$ cat config.mk
export PLATFORM = sky130hd
export DESIGN_NAME = sw_led_ctrl
export DESIGN_NICKNAME = d
export VERILOG_FILES = /design/src/rtl/sw_led_ctrl.sv
export SDC_FILE = /design/constraint.sdc
export NUM_CORES = 1
export LEC_CHECK = 0
export CAP_MARGIN = 20
export CORE_UTILIZATION = 55
export CTS_CLUSTER_DIAMETER = 100
export DETAILED_ROUTE_END_ITERATION = 10
export MAX_ROUTING_LAYER = met4
export PLACE_DENSITY = 0.71
export SYNTH_ARGS = -nofsm -noshare
export SYNTH_HDL_FRONTEND = slang
export SYNTH_HIERARCHICAL = 1
export SYNTH_SLANG_ARGS = --single-unit
$ cat constraint.sdc
create_clock -name clk -period 1.9 [get_ports clk]
set_input_delay 0.19 -clock clk [delete_from_list [all_inputs] [get_ports clk]]
set_output_delay 0.19 -clock clk [all_outputs]
set_load 0.01 [all_outputs]
$ cat src/rtl/sw_led_ctrl.sv
// Switch/LED controller: per-bit synchronise + debounce, then drive LEDs in one
// of four display modes (direct, toggle, blink, rotate).

module sw_led_deb #(
  parameter int DEB_CYCLES = 1000000
) (
  input  logic clk,
  input  logic rst,
  input  logic sw_s,
  output logic sw_db
);
  localparam int CW = (DEB_CYCLES > 1) ? $clog2(DEB_CYCLES) : 1;

  logic [CW-1:0] cnt_q, cnt_d;
  logic          db_q, db_d;

  always_comb begin
    cnt_d = '0;
    db_d  = db_q;
    if (sw_s != db_q) begin
      if (cnt_q == CW'(DEB_CYCLES - 1)) db_d = sw_s;
      else                              cnt_d = cnt_q + 1'b1;
    end
  end

  always_ff @(posedge clk) begin
    if (rst) begin
      cnt_q <= '0;
      db_q  <= 1'b0;
    end else begin
      cnt_q <= cnt_d;
      db_q  <= db_d;
    end
  end

  assign sw_db = db_q;
endmodule

module sw_led_ctrl #(
  parameter int WIDTH      = 7,
  parameter int DEB_CYCLES = 1000000,
  parameter int TICK_DIV   = 25000000
) (
  input  logic             clk,
  input  logic             rst,
  input  logic [WIDTH-1:0] sw,
  input  logic [1:0]       mode,
  output logic [WIDTH-1:0] led,
  output logic [WIDTH-1:0] sw_db
);
  localparam int TW = $clog2(TICK_DIV);

  logic [WIDTH-1:0] sync1_q, sw_s_q;
  logic [WIDTH-1:0] db_prev_q, rise;
  logic [WIDTH-1:0] tog_q, tog_d;
  logic [WIDTH-1:0] rot_q, rot_d, rot_l;
  logic [WIDTH-1:0] led_q, led_d;
  logic [TW-1:0]    tick_cnt_q, tick_cnt_d;
  logic             tick, phase_q, phase_d;
  logic [1:0]       mode_prev_q;

  for (genvar i = 0; i < WIDTH; i++) begin : g_lane
    sw_led_deb #(.DEB_CYCLES(DEB_CYCLES)) u_deb (
      .clk   (clk),
      .rst   (rst),
      .sw_s  (sw_s_q[i]),
      .sw_db (sw_db[i])
    );
  end

  always_comb begin
    rise       = sw_db & ~db_prev_q;
    tick       = (tick_cnt_q == TW'(TICK_DIV - 1));
    tick_cnt_d = tick ? '0 : tick_cnt_q + 1'b1;
    phase_d    = phase_q ^ tick;
    tog_d      = tog_q ^ rise;

    rot_l = '0;
    for (int i = 0; i < WIDTH; i++) rot_l[i] = rot_q[(i + WIDTH - 1) % WIDTH];

    // Entering rotate reloads from the switches; an empty pattern seeds bit 0
    rot_d = rot_q;
    if (mode == 2'b11) begin
      if (mode_prev_q != 2'b11) rot_d = (sw_db == '0) ? WIDTH'(1) : sw_db;
      else if (tick)            rot_d = rot_l;
    end

    case (mode)
      2'b00:   led_d = sw_db;
      2'b01:   led_d = tog_q;
      2'b10:   led_d = phase_q ? sw_db : '0;
      default: led_d = rot_d;
    endcase
  end

  always_ff @(posedge clk) begin
    if (rst) begin
      sync1_q     <= '0;
      sw_s_q      <= '0;
      db_prev_q   <= '0;
      tog_q       <= '0;
      rot_q       <= '0;
      led_q       <= '0;
      tick_cnt_q  <= '0;
      phase_q     <= 1'b0;
      mode_prev_q <= 2'b00;
    end else begin
      sync1_q     <= sw;
      sw_s_q      <= sync1_q;
      db_prev_q   <= sw_db;
      tog_q       <= tog_d;
      rot_q       <= rot_d;
      led_q       <= led_d;
      tick_cnt_q  <= tick_cnt_d;
      phase_q     <= phase_d;
      mode_prev_q <= mode;
    end
  end

  assign led = led_q;
endmodule

==> metrics.md, run 1 <==
| Metric | Value |
|---|---|
| Avg Inst Size Synth | `8.799 um2` |
| Sequential area share after synthesis | `approximately 45%` |
| CTS tree | `built` |
| Power, Total | `about 9200 uW` |
| Clk sinks | `217` |
| Post-synthesis cell type count | `48` |
| Hold Crit Class | `input pin to flop` |
| Chip width | `135.1 um` |
| Largest fanout on the critical path | `6` |
| Slew HR | `between 50% and 60%` |
| Yosys top cell area share | `between 40% and 50%` |
| Via density per instance | `5.573` |
| Logic gate share of total power | `around 2.6%` |
| Run status | `finished, final reports clean` |
| Cell Area, Placed | `roughly 0.011 mm2` |
| Reg2reg path depth | `5` |
| Internal power | `~7300 uW` |
| Largest net degree at the start of global routing | `36` |
| Post-DP HPWL | `about 14000 um` |
| CTS Hold Bufs | `0` |
| FMAX | `~0.53 GHz` |
| Maximum level of the CTS H-tree | `1` |
| Cell area power density | `a little under 800 mW/mm2` |
| Final min period | `about 1900 ps` |
| Clock buffer depth | `3` |
| Post-synth EDFFs | `0` |
| Syn Nets | `about 1100` |
| IO Pins | `25` |
| Final Util | `slightly below 70%` |
| Hold Path Origin | `rst` |
| DRT iter0 DRCs | `343` |
| ANT nets after route | `0` |
| Critical path arrival | `about 2300 ps` |
| Switching Fraction | `between 20% and 30%` |
| Share of power burned in registers | `approximately half` |
| Synth warnings | `6` |
| Setup crit end kind | `flop` |
| WL per Instance | `approximately 14 um` |
| Lkg Pwr | `approximately 0.0037 uW` |
| First-pass DRT Iterations | `5` |
| Synth Instances | `~1100` |
| RSZ-0062 raised after global routing | `yes` |
| # diodes | `0` |
| Post-synth top flop | `dfxtp_1` |
| Worst skew pair latency | `500 ps` |
| Synth top cells by count | `dfxtp_1 (217), nor2_1 (161), xnor2_1 (91)` |
| Layout net count | `1263` |
| Post-synth top area cell | `dfxtp_1` |
| Antenna violations before repair | `0` |
| CTS buffer count | `23` |
| DIE AREA | `between 0.015 and 0.02 mm2` |
| Slew @ Worst Pin | `roughly 700 ps` |
| Vias | `around 8200` |
| Setup-failing EPs final | `0` |
| Setup ws final | `roughly 3.1 ps` |
| Area Growth Syn to Fin | `21.90%` |
| Final worst-path cycle share | `around 100%` |
| Post-Layout Inst Area | `approximately 0.012 mm2` |
| Height of the die | `between 100 and 150 um` |
| Pre-CTS WS | `-72.62 ps` |
| Worst-path clk slew | `~60 ps` |
| Synth Register Bits | `217` |
| R2R Path Start | `tick_cnt_q[17]` |
| Hold Path Sink | `tog_q[4]` |
| Global-route wire length before repair | `35120 um` |
| Crit Path Class | `flop to flop` |
| Max Slew Vio Count | `0` |
| Share of layout cells above drive strength 1 | `roughly 18%` |
| Layout Skew | `9.395 ps` |
| IO buf count | `24` |
| RD Place Congestion | `between 0.8 and 0.9` |
| Clk pwr share | `between 40% and 50%` |
| VDD IR max | `about 0.7 mV` |
| Asr flop ratio synth | `0%` |
| Vias in the first global route | `7642` |
| Worst Setup Start Kind | `flop` |
| Non-Filler Instances | `between 1000 and 1500` |
| Num rows | `between 40 and 50` |
| Top-count cell post-synth | `dfxtp_1` |
| Worst hold path stage count | `2` |
| Netlist Area Pre-Place | `0.009741 mm2` |
| Fillers | `1410` |
| Clock root cell | `clkbuf_16` |
| Hold Vio Cnt, Final | `0` |
| Initial Util | `a little under three fifths` |
| Worst Path Required | `approximately 2300 ps` |
| DRC errors left | `0` |
| Placed cell count | `1434` |
| Top area cells in the synthesized netlist | `dfxtp_1 (45%), xnor2_1 (8.2%), nor2_1 (6.2%), nand4_1 (3.2%), o21ai_0 (2.6%)` |
| Max Cap Viol | `0` |
| Reg2reg setup slack | `roughly 3.1 ps` |
| CORE AREA | `0.01730 mm2` |
| Gr ovfl total | `0` |
| Switching power | `1871 uW` |
| GR Util All Layers | `between 20% and 30%` |
| Total Wirelength | `about 21000 um` |
| Capturing point of the worst reg2reg path | `led[0]` |
-- flip-flops by register name (all words and copies together) (netlist names) --
signal,count
db_prev_q,7
g_lane.u_deb/cnt_q,140
g_lane.u_deb/sw_db,7
led,7
mode_prev_q,2
phase_q,1
rot_q,7
sw_s_q,7
sync1_q,7
tick_cnt_q,25
tog_q,7
-- per-stage QoR --
step                      hold slack, ps  TNS [ps]
final                              228.3         0
after global routing               247.4    -349.8
after CTS                          224.7     -1602
after detailed placement           421.2    -333.9
after global placement             417.0    -46.56
after floorplan                    292.1    -47.14
-- worst max-delay path by stage --
| stage | from | end | slack (ps) | cells past startpoint |
|---|---|---|---|---|
| after global placement | tick_cnt_q[23] | led[6] | -30 | 5 |
| after detailed placement | tick_cnt_q[23] | led[0] | -70 | 5 |
| after floorplan | tick_cnt_q[23] | phase_q | -20 | 5 |
| final | tick_cnt_q[17] | led[0] | 3 | 5 |
| after global routing | tick_cnt_q[17] | led[3] | -70 | 6 |
| after CTS | tick_cnt_q[17] | led[6] | -60 | 5 |
-- power groups by stage --
stage	Sequential [uW]	Clock, uW	Combinational [uW]
after global routing	4620	4590	259
after CTS	4620	4420	229
after detailed placement	4720	0	225
final	4620	4310	234
after global placement	4720	0	221
after floorplan	4710	0	125
-- cell families after synthesis --
| logic type | count (synthesis) | share of synthesized area [%] |
|---|---|---|
| AOI/OAI and AO/OA | 181 | 12.06 |
| xor gates and xnor gates | 116 | 10.43 |
| adders and majority gates | 8 | 1.028 |
| buffers and inverters | 86 | 3.648 |
| DFF | 217 | 44.60 |
| and+or+nand+nor | 499 | 28.23 |
-- metal layers --
layer / routed length (um) / vias to the layer above / share of wire, % / global-route usage [%]
met5: 0 / - / 0 / -
met4: 344 / 0 / 1.7 / 5.181
met3: 683 / 26 / 3.3 / 3.153
met2: 9748 / 110 / 47 / 38.55
met1: 10040 / 3867 / 48 / 31.12
li1: - / 4245 / - / -
-- final cells by class --
type	count	area (um2)	area share [%]
Clock inverter	1	30.03	0.2529
Timing Repair Buffer	141	1154	9.716
Inverter	57	214.0	1.802
Clock buffer	35	690.7	5.817
Multi-Input combinational cell	804	5155	43.41
Tap cell	225	281.5	2.371
Sequential cell	217	4349	36.63
-- repair_timing --
action | CTS | global route
pin swaps | 19 | 12
setup endpoints to repair | 16 | 44
buffers inserted | 1 | 9
gates resized for setup | 17 | 19
-- worst max-delay path, cell delays in order (launching register included) --
cell      delay [ps]
dfxtp_2          320
or4b_4           540
or4_4            500
buf_6            170
o21ai_2          120
a311oi_1         100
-- cell usage in the layout, fill, tap and decap left out, types with 35 or more instances in the layout --
cell,instances
buf_4,111
nand3_1,43
nor2_1,161
a21oi_1,47
nor2b_1,38
nand4_1,50
inv_1,57
xnor2_1,91
nand2_1,35
dfxtp_1,213
(Power assumes the default switching activity.)
==> inputs of run 2 (changes only) <==
Settings changed: SLEW_MARGIN set to 20.
Clock period 1.9 ns to 1.71 ns, I/O delays scaled along.
==> run 2 against run 1 <==
The flow now finishes with violations (negative setup slack); highest routed layer unchanged; largest power group is now clock; die area did not move; final area rose by 6.9%; largest cell class unchanged; total power rose by 18%; utilization rose by 4.7 points; cell count rose by 4.0%; clock skew rose by 4.8 ps; sequential power rose by 11%; flip-flop and latch count did not move.
==> metrics.md, run 2 (same netlist as run 1, synthesis figures left out) <==
| Metric | Value |
|---|---|
| Hold Crit Class | `input pin to flop (unchanged)` |
| Gr ovfl total | `0 (unchanged)` |
| IO buf count | `24 (unchanged)` |
| Share of layout cells above drive strength 1 | `26.94% (was 17.93%)` |
| Num rows | `48 (unchanged)` |
| GR Util All Layers | `24.34% (was 23.62%)` |
| Setup-failing EPs final | `38 (was 0)` |
| Layout net count | `1316 (was 1263)` |
| Clk sinks | `217 (unchanged)` |
| Register area | `0.004392 mm2 (was 0.004349 mm2)` |
| WL per Instance | `14.03 um (was 14.07 um)` |
| RD Place Congestion | `0.8482 (was 0.8610)` |
| Post-Layout Inst Area | `0.01269 mm2 (was 0.01187 mm2)` |
| Worst Path Required | `2080 ps (was 2250 ps)` |
| Largest fanout on the critical path | `9 (was 6)` |
| Chip width | `135.1 um (unchanged)` |
| Final Util | `73.39% (was 68.65%)` |
| CORE AREA | `0.01730 mm2 (unchanged)` |
| First-pass DRT Iterations | `5 (unchanged)` |
| Final min period | `1932 ps (was 1897 ps)` |
| Clock root cell | `clkbuf_16 (unchanged)` |
| RSZ-0062 raised after global routing | `yes (unchanged)` |
| IO Pins | `25 (unchanged)` |
| CTS tree | `built (unchanged)` |
| Slew HR | `64.42% (was 53.54%)` |
| Setup ws final | `-221.9 ps (was 3.099 ps)` |
| Multi-input combinational cell area | `0.005386 mm2 (was 0.005155 mm2)` |
| Commonest non-fill, non-tap cell in the layout | `dfxtp_1 (unchanged)` |
| Cell family with most CP delay | `simple AND/OR/NAND/NOR gates (unchanged)` |
| DRT iter0 DRCs | `370 (was 343)` |
| Max Slew Vio Count | `0 (unchanged)` |
| Placed cell count | `1491 (was 1434)` |
| Slew @ Worst Pin | `533.7 ps (was 697.0 ps)` |
| Fillers | `1265 (was 1410)` |
| Height of the die | `135.1 um (unchanged)` |
| Lkg Pwr | `0.004106 uW (was 0.003692 uW)` |
| Worst skew pair latency | `510 ps (was 500 ps)` |
| Worst-path clk slew | `60 ps (about the same)` |
| Area Growth Syn to Fin | `30.33% (was 21.90%)` |
| Antenna violations before repair | `0 (unchanged)` |
| Maximum level of the CTS H-tree | `1 (unchanged)` |
| Layout Skew | `14.21 ps (was 9.395 ps)` |
| Non-Filler Instances | `1539 (was 1480)` |
| Cell Area, Placed | `0.01147 mm2 (was 0.01097 mm2)` |
| Slowest cell on crit path | `or4b_4 (unchanged)` |
| Critical-path cell list | `or4b_4 -> or4_4 -> buf_6 -> o21ai_1 -> a311oi_2 (was or4b_4 -> or4_4 -> buf_6 -> o21ai_2 -> a311oi_1)` |
| # diodes | `0 (unchanged)` |
| CTS buffer count | `24 (was 23)` |
| ANT nets after route | `0 (unchanged)` |
| Run status | `complete, but fails checks (was finished, final reports clean)` |
| Critical path arrival | `2300 ps (was 2250 ps)` |
| Max FFs per register | `140 (unchanged)` |
| Cell area power density | `853.7 mW/mm2 (was 772.1 mW/mm2)` |
| Crit Path Class | `flop to flop (unchanged)` |
| Power, Total | `10840 uW (was 9168 uW)` |
| Global-route wire length before repair | `36430 um (was 35120 um)` |
| Most flops, register | `g_lane.u_deb/cnt_q (unchanged)` |
| Hold Vio Cnt, Final | `0 (unchanged)` |
| Most frequent cells in the layout | `dfxtp_1 (179), buf_4 (157), nor2_1 (153) (was dfxtp_1 (213), nor2_1 (161), buf_4 (111))` |
| Final worst-path cycle share | `113.0% (was 99.84%)` |
| CP peak stage delay | `540 ps (about the same)` |
| DIE AREA | `0.01825 mm2 (unchanged)` |
| Via density per instance | `5.585 (was 5.573)` |
| Vias in the first global route | `8152 (was 7642)` |
| VDD IR max | `0.8109 mV (was 0.7044 mV)` |
| Worst Setup Start Kind | `flop (unchanged)` |
| Buf+Inv Stages, Crit Path | `1 (unchanged)` |
| Biggest regs | `g_lane.u_deb/cnt_q: 140 flops, tick_cnt_q: 25 flops (unchanged)` |
| Violated checks | `negative setup slack` |
| Initial Util | `56.32% (unchanged)` |
| FMAX | `0.5176 GHz (was 0.5272 GHz)` |
| Vias | `8595 (was 8248)` |
| Largest net degree at the start of global routing | `26 (was 36)` |
| Setup TNS | `-6184 ps (was 0 ps)` |
| Clock buffer depth | `3 (unchanged)` |
| DRC errors left | `0 (unchanged)` |
| Max Cap Viol | `0 (unchanged)` |
| Total Wirelength | `21590 um (was 20820 um)` |
| Setup crit end kind | `flop (unchanged)` |
| Post-DP HPWL | `14660 um (was 13900 um)` |
## run 2: cell count changes in the layout (fill, tap and decap cells not counted), moves of 8 or more
cell,previous run,this run
buf_4,111,157
dfxtp_2,4,38
a21oi_1,47,38
dfxtp_1,213,179
nor2_1,161,153
a21oi_2,14,23
## run 2: timing repair
item | 4_1_cts | 5_1_grt
resized for setup | 32 | 75
hold buffers | 0 | 0
buffers inserted | 3 | 2
endpoints found under the setup margin | 46 | 129
pin swaps | 9 | 14
## run 2: power breakdown
group	switching (uW)	internal, uW	total, uW
combinational	156	131	287
sequential	39.0	5100	5140
clock	2040	3380	5410
## run 2: final cells by class
type / count / area share [%]
repair buffers: 193 / 12.46
clock inverters: 11 / 1.321
multi-input cells: 804 / 42.43
clock buffers: 32 / 5.293
well taps: 225 / 2.218
inverters: 57 / 1.685
flip-flops and latches: 217 / 34.59
## run 2: path summary, 6_finish.rpt
check | start | end | slack [ps] | cells after the start
min | rst | sync1_q[6] | 140 | 2
max | tick_cnt_q[23] | led[2] | -220 | 5
max reg2reg | tick_cnt_q[23] | led[2] | -220 | 5
min reg2reg | sync1_q[4] | sw_s_q[4] | 450 | 1
## run 2: metal layers
| layer | track usage, % | wire length, um | vias to the layer above |
|---|---|---|---|
| met1 | 31.34 | 10200 | 4065 |
| met4 | 7.366 | 400 | 0 |
| met2 | 39.60 | 10200 | 139 |
| met3 | 3.341 | 793 | 33 |
| met5 | - | 0 | - |
| li1 | - | - | 4358 |
## run 2: per-stage QoR
| stage | hold WS (ps) | worst slack (ps) |
|---|---|---|
| after floorplan | 273.1 | -210.1 |
| final | 138.7 | -221.9 |
| after detailed placement | 434.3 | -200.2 |
| after global routing | 172.7 | -319.7 |
| after CTS | 140.9 | -182.4 |
| after global placement | 418.0 | -171.7 |
==> inputs of run 3 (changes only) <==
Settings changed: CORE_ASPECT_RATIO set to 0.9.
==> run 3 against run 2 <==
The run still ends with negative setup slack left; sequential share of layout area grew 0.40 points; routed wire length shrank 0.36%; flip-flop and latch count is the same; first-iteration DRC count grew 0.27%; critical path depth is the same; combinational power shrank 2%; maximum frequency grew 1.1%; register-to-register slack gained 20 ps; worst hold slack lost 120 ps; non-clock buffer count grew 8; cell count grew 0.84%; total power shrank 4.9%; largest power group is now sequential cells.
==> metrics.md, run 3 (same netlist as run 1, synthesis figures left out) <==
| Metric | Value |
|---|---|
| Worst hold margin | `19.03 ps (was 138.7 ps)` |
| Placed cell count | `1506 (was 1491)` |
| Slew HR | `69.10% (was 64.42%)` |
| Critical-path cell list | `or4b_4 -> buf_6 -> nor4_4 -> a31oi_2 -> a2111oi_0 (was or4b_4 -> or4_4 -> buf_6 -> o21ai_1 -> a311oi_2)` |
| Global-route wire length before repair | `36120 um (was 36430 um)` |
| RSZ-0062 raised after global routing | `yes (unchanged)` |
| Height of the die | `128.3 um (was 135.1 um)` |
| Gr ovfl total | `0 (unchanged)` |
| CTS tree | `built (unchanged)` |
| DRT iter0 DRCs | `371 (was 370)` |
| Final worst-path cycle share | `111.7% (was 113.0%)` |
| Most frequent cells in the layout | `dfxtp_1 (179), buf_4 (169), nor2_1 (157) (was dfxtp_1 (179), buf_4 (157), nor2_1 (153))` |
| Area Growth Syn to Fin | `29.15% (was 30.33%)` |
| RD Place Congestion | `0.8575 (was 0.8482)` |
| Worst Setup Start Kind | `flop (unchanged)` |
| Worst-path clk slew | `60 ps (about the same)` |
| Worst skew pair latency | `510 ps (about the same)` |
| Crit Path Class | `flop to flop (unchanged)` |
| Clock buffer depth | `3 (unchanged)` |
| Layout Skew | `9.010 ps (was 14.21 ps)` |
| GR Util All Layers | `24.43% (was 24.34%)` |
| Final Util | `73.49% (was 73.39%)` |
| Via density per instance | `5.519 (was 5.585)` |
| Post-DP HPWL | `14850 um (was 14660 um)` |
| # diodes | `0 (unchanged)` |
| Commonest non-fill, non-tap cell in the layout | `dfxtp_1 (unchanged)` |
| DIE AREA | `0.01825 mm2 (about the same)` |
| CP peak stage delay | `550 ps (was 540 ps)` |
| Antenna violations before repair | `0 (unchanged)` |
| Slew @ Worst Pin | `457.6 ps (was 533.7 ps)` |
| Reg2reg setup slack | `-200 ps (was -220 ps)` |
| Hold Vio Cnt, Final | `0 (unchanged)` |
| Violated checks | `negative setup slack (unchanged)` |
| Slowest cell on crit path | `or4b_4 (unchanged)` |
| Layout net count | `1323 (was 1316)` |
| ANT nets after route | `0 (unchanged)` |
| Setup ws final | `-200.2 ps (was -221.9 ps)` |
| Lkg Pwr | `0.004075 uW (was 0.004106 uW)` |
| VDD IR max | `0.8772 mV (was 0.8109 mV)` |
| DRC errors left | `0 (unchanged)` |
| Hold Crit Class | `input pin to flop (unchanged)` |
| Clk sinks | `217 (unchanged)` |
| Biggest regs | `g_lane.u_deb/cnt_q: 140 flops, tick_cnt_q: 25 flops (unchanged)` |
| Setup-failing EPs final | `38 (unchanged)` |
| CORE AREA | `0.01712 mm2 (was 0.01730 mm2)` |
| CTS buffer count | `23 (was 24)` |
| Share of layout cells above drive strength 1 | `26.80% (was 26.94%)` |
| Final min period | `1910 ps (was 1932 ps)` |
| Most flops, register | `g_lane.u_deb/cnt_q (unchanged)` |
| Vias | `8565 (was 8595)` |
| WL per Instance | `13.86 um (was 14.03 um)` |
| Total Wirelength | `21510 um (was 21590 um)` |
| Largest net degree at the start of global routing | `33 (was 26)` |
| Vias in the first global route | `7865 (was 8152)` |
| Initial Util | `56.91% (was 56.32%)` |
| FMAX | `0.5235 GHz (was 0.5176 GHz)` |
| Maximum level of the CTS H-tree | `1 (unchanged)` |
| CTS Hold Bufs | `0 (unchanged)` |
| Critical path arrival | `2310 ps (was 2300 ps)` |
| Largest fanout on the critical path | `4 (was 9)` |
| Num rows | `45 (was 48)` |
| IO Pins | `25 (unchanged)` |
| Max Slew Vio Count | `0 (unchanged)` |
| Clock root cell | `clkbuf_16 (unchanged)` |
| Run status | `complete, but fails checks (unchanged)` |
| Cell area power density | `819.1 mW/mm2 (was 853.7 mW/mm2)` |
| Max FFs per register | `140 (unchanged)` |
| IO buf count | `24 (unchanged)` |
| Worst Path Required | `2110 ps (was 2080 ps)` |
| Non-Filler Instances | `1552 (was 1539)` |
| First-pass DRT Iterations | `5 (unchanged)` |
| Setup crit end kind | `flop (unchanged)` |
| Max Cap Viol | `0 (unchanged)` |
| Chip width | `142.3 um (was 135.1 um)` |
[run 3: timing repair]
action,in CTS,in global routing
gates resized for setup,34,64
buffers inserted,1,7
pin swaps,9,22
endpoints found under the setup margin,50,114
[run 3: worst paths after layout]
path | start | end | cells past startpoint
worst min-delay path | rst | tick_cnt_q[4] | 2
worst max-delay path | tick_cnt_q[23] | rot_q[0] | 5
worst max register to register | tick_cnt_q[23] | rot_q[0] | 5
worst min register to register | sync1_q[0] | sw_s_q[0] | 1
[run 3: final cells by class]
class                   count  area [um2]
multi-input cells         804        5318
fillers                  1320        4537
flip-flops and latches    217        4402
repair buffers            201        1614
clock buffers              29       628.1
well taps                 235       294.0
inverters                  57       214.0
clock inverters             9       110.1
[run 3: routing by layer]
| layer | GRT usage, % | vias to the layer above | wire [um] |
|---|---|---|---|
| li1 | - | 4364 | - |
| met1 | 32.16 | 4044 | 10310 |
| met2 | 39.91 | 134 | 9991 |
| met3 | 3.325 | 23 | 908 |
| met4 | 5.440 | 0 | 301 |
| met5 | - | - | 0 |
[run 3: metrics by stage]
step | worst slack (ps) | total power [uW] | setup TNS (ps) | cell area [um2]
after floorplan | -210.1 | 5381 | -5766 | 9837
after global placement | -155.2 | 5500 | -3868 | 11510
after detailed placement | -190.7 | 5508 | -4730 | 11510
after CTS | -188.4 | 10400 | -5191 | 12320
after global routing | -260.7 | 10650 | -7422 | 12580
final | -200.2 | 10300 | -5768 | 12580
[run 3: power breakdown]
part / internal [uW] / switching [uW]
Combinational: 131 / 151
Clock: 2900 / 1990
Sequential: 5090 / 40.0
[run 3: worst max-delay path: cells and delay by family (launching register included)]
| kind | cells | cell delay [ps] |
|---|---|---|
| buffers and inverters | 1 | 140 |
| DFF | 1 | 320 |
| and+or+nand+nor | 2 | 800 |
| AOI/OAI and AO/OA | 2 | 540 |
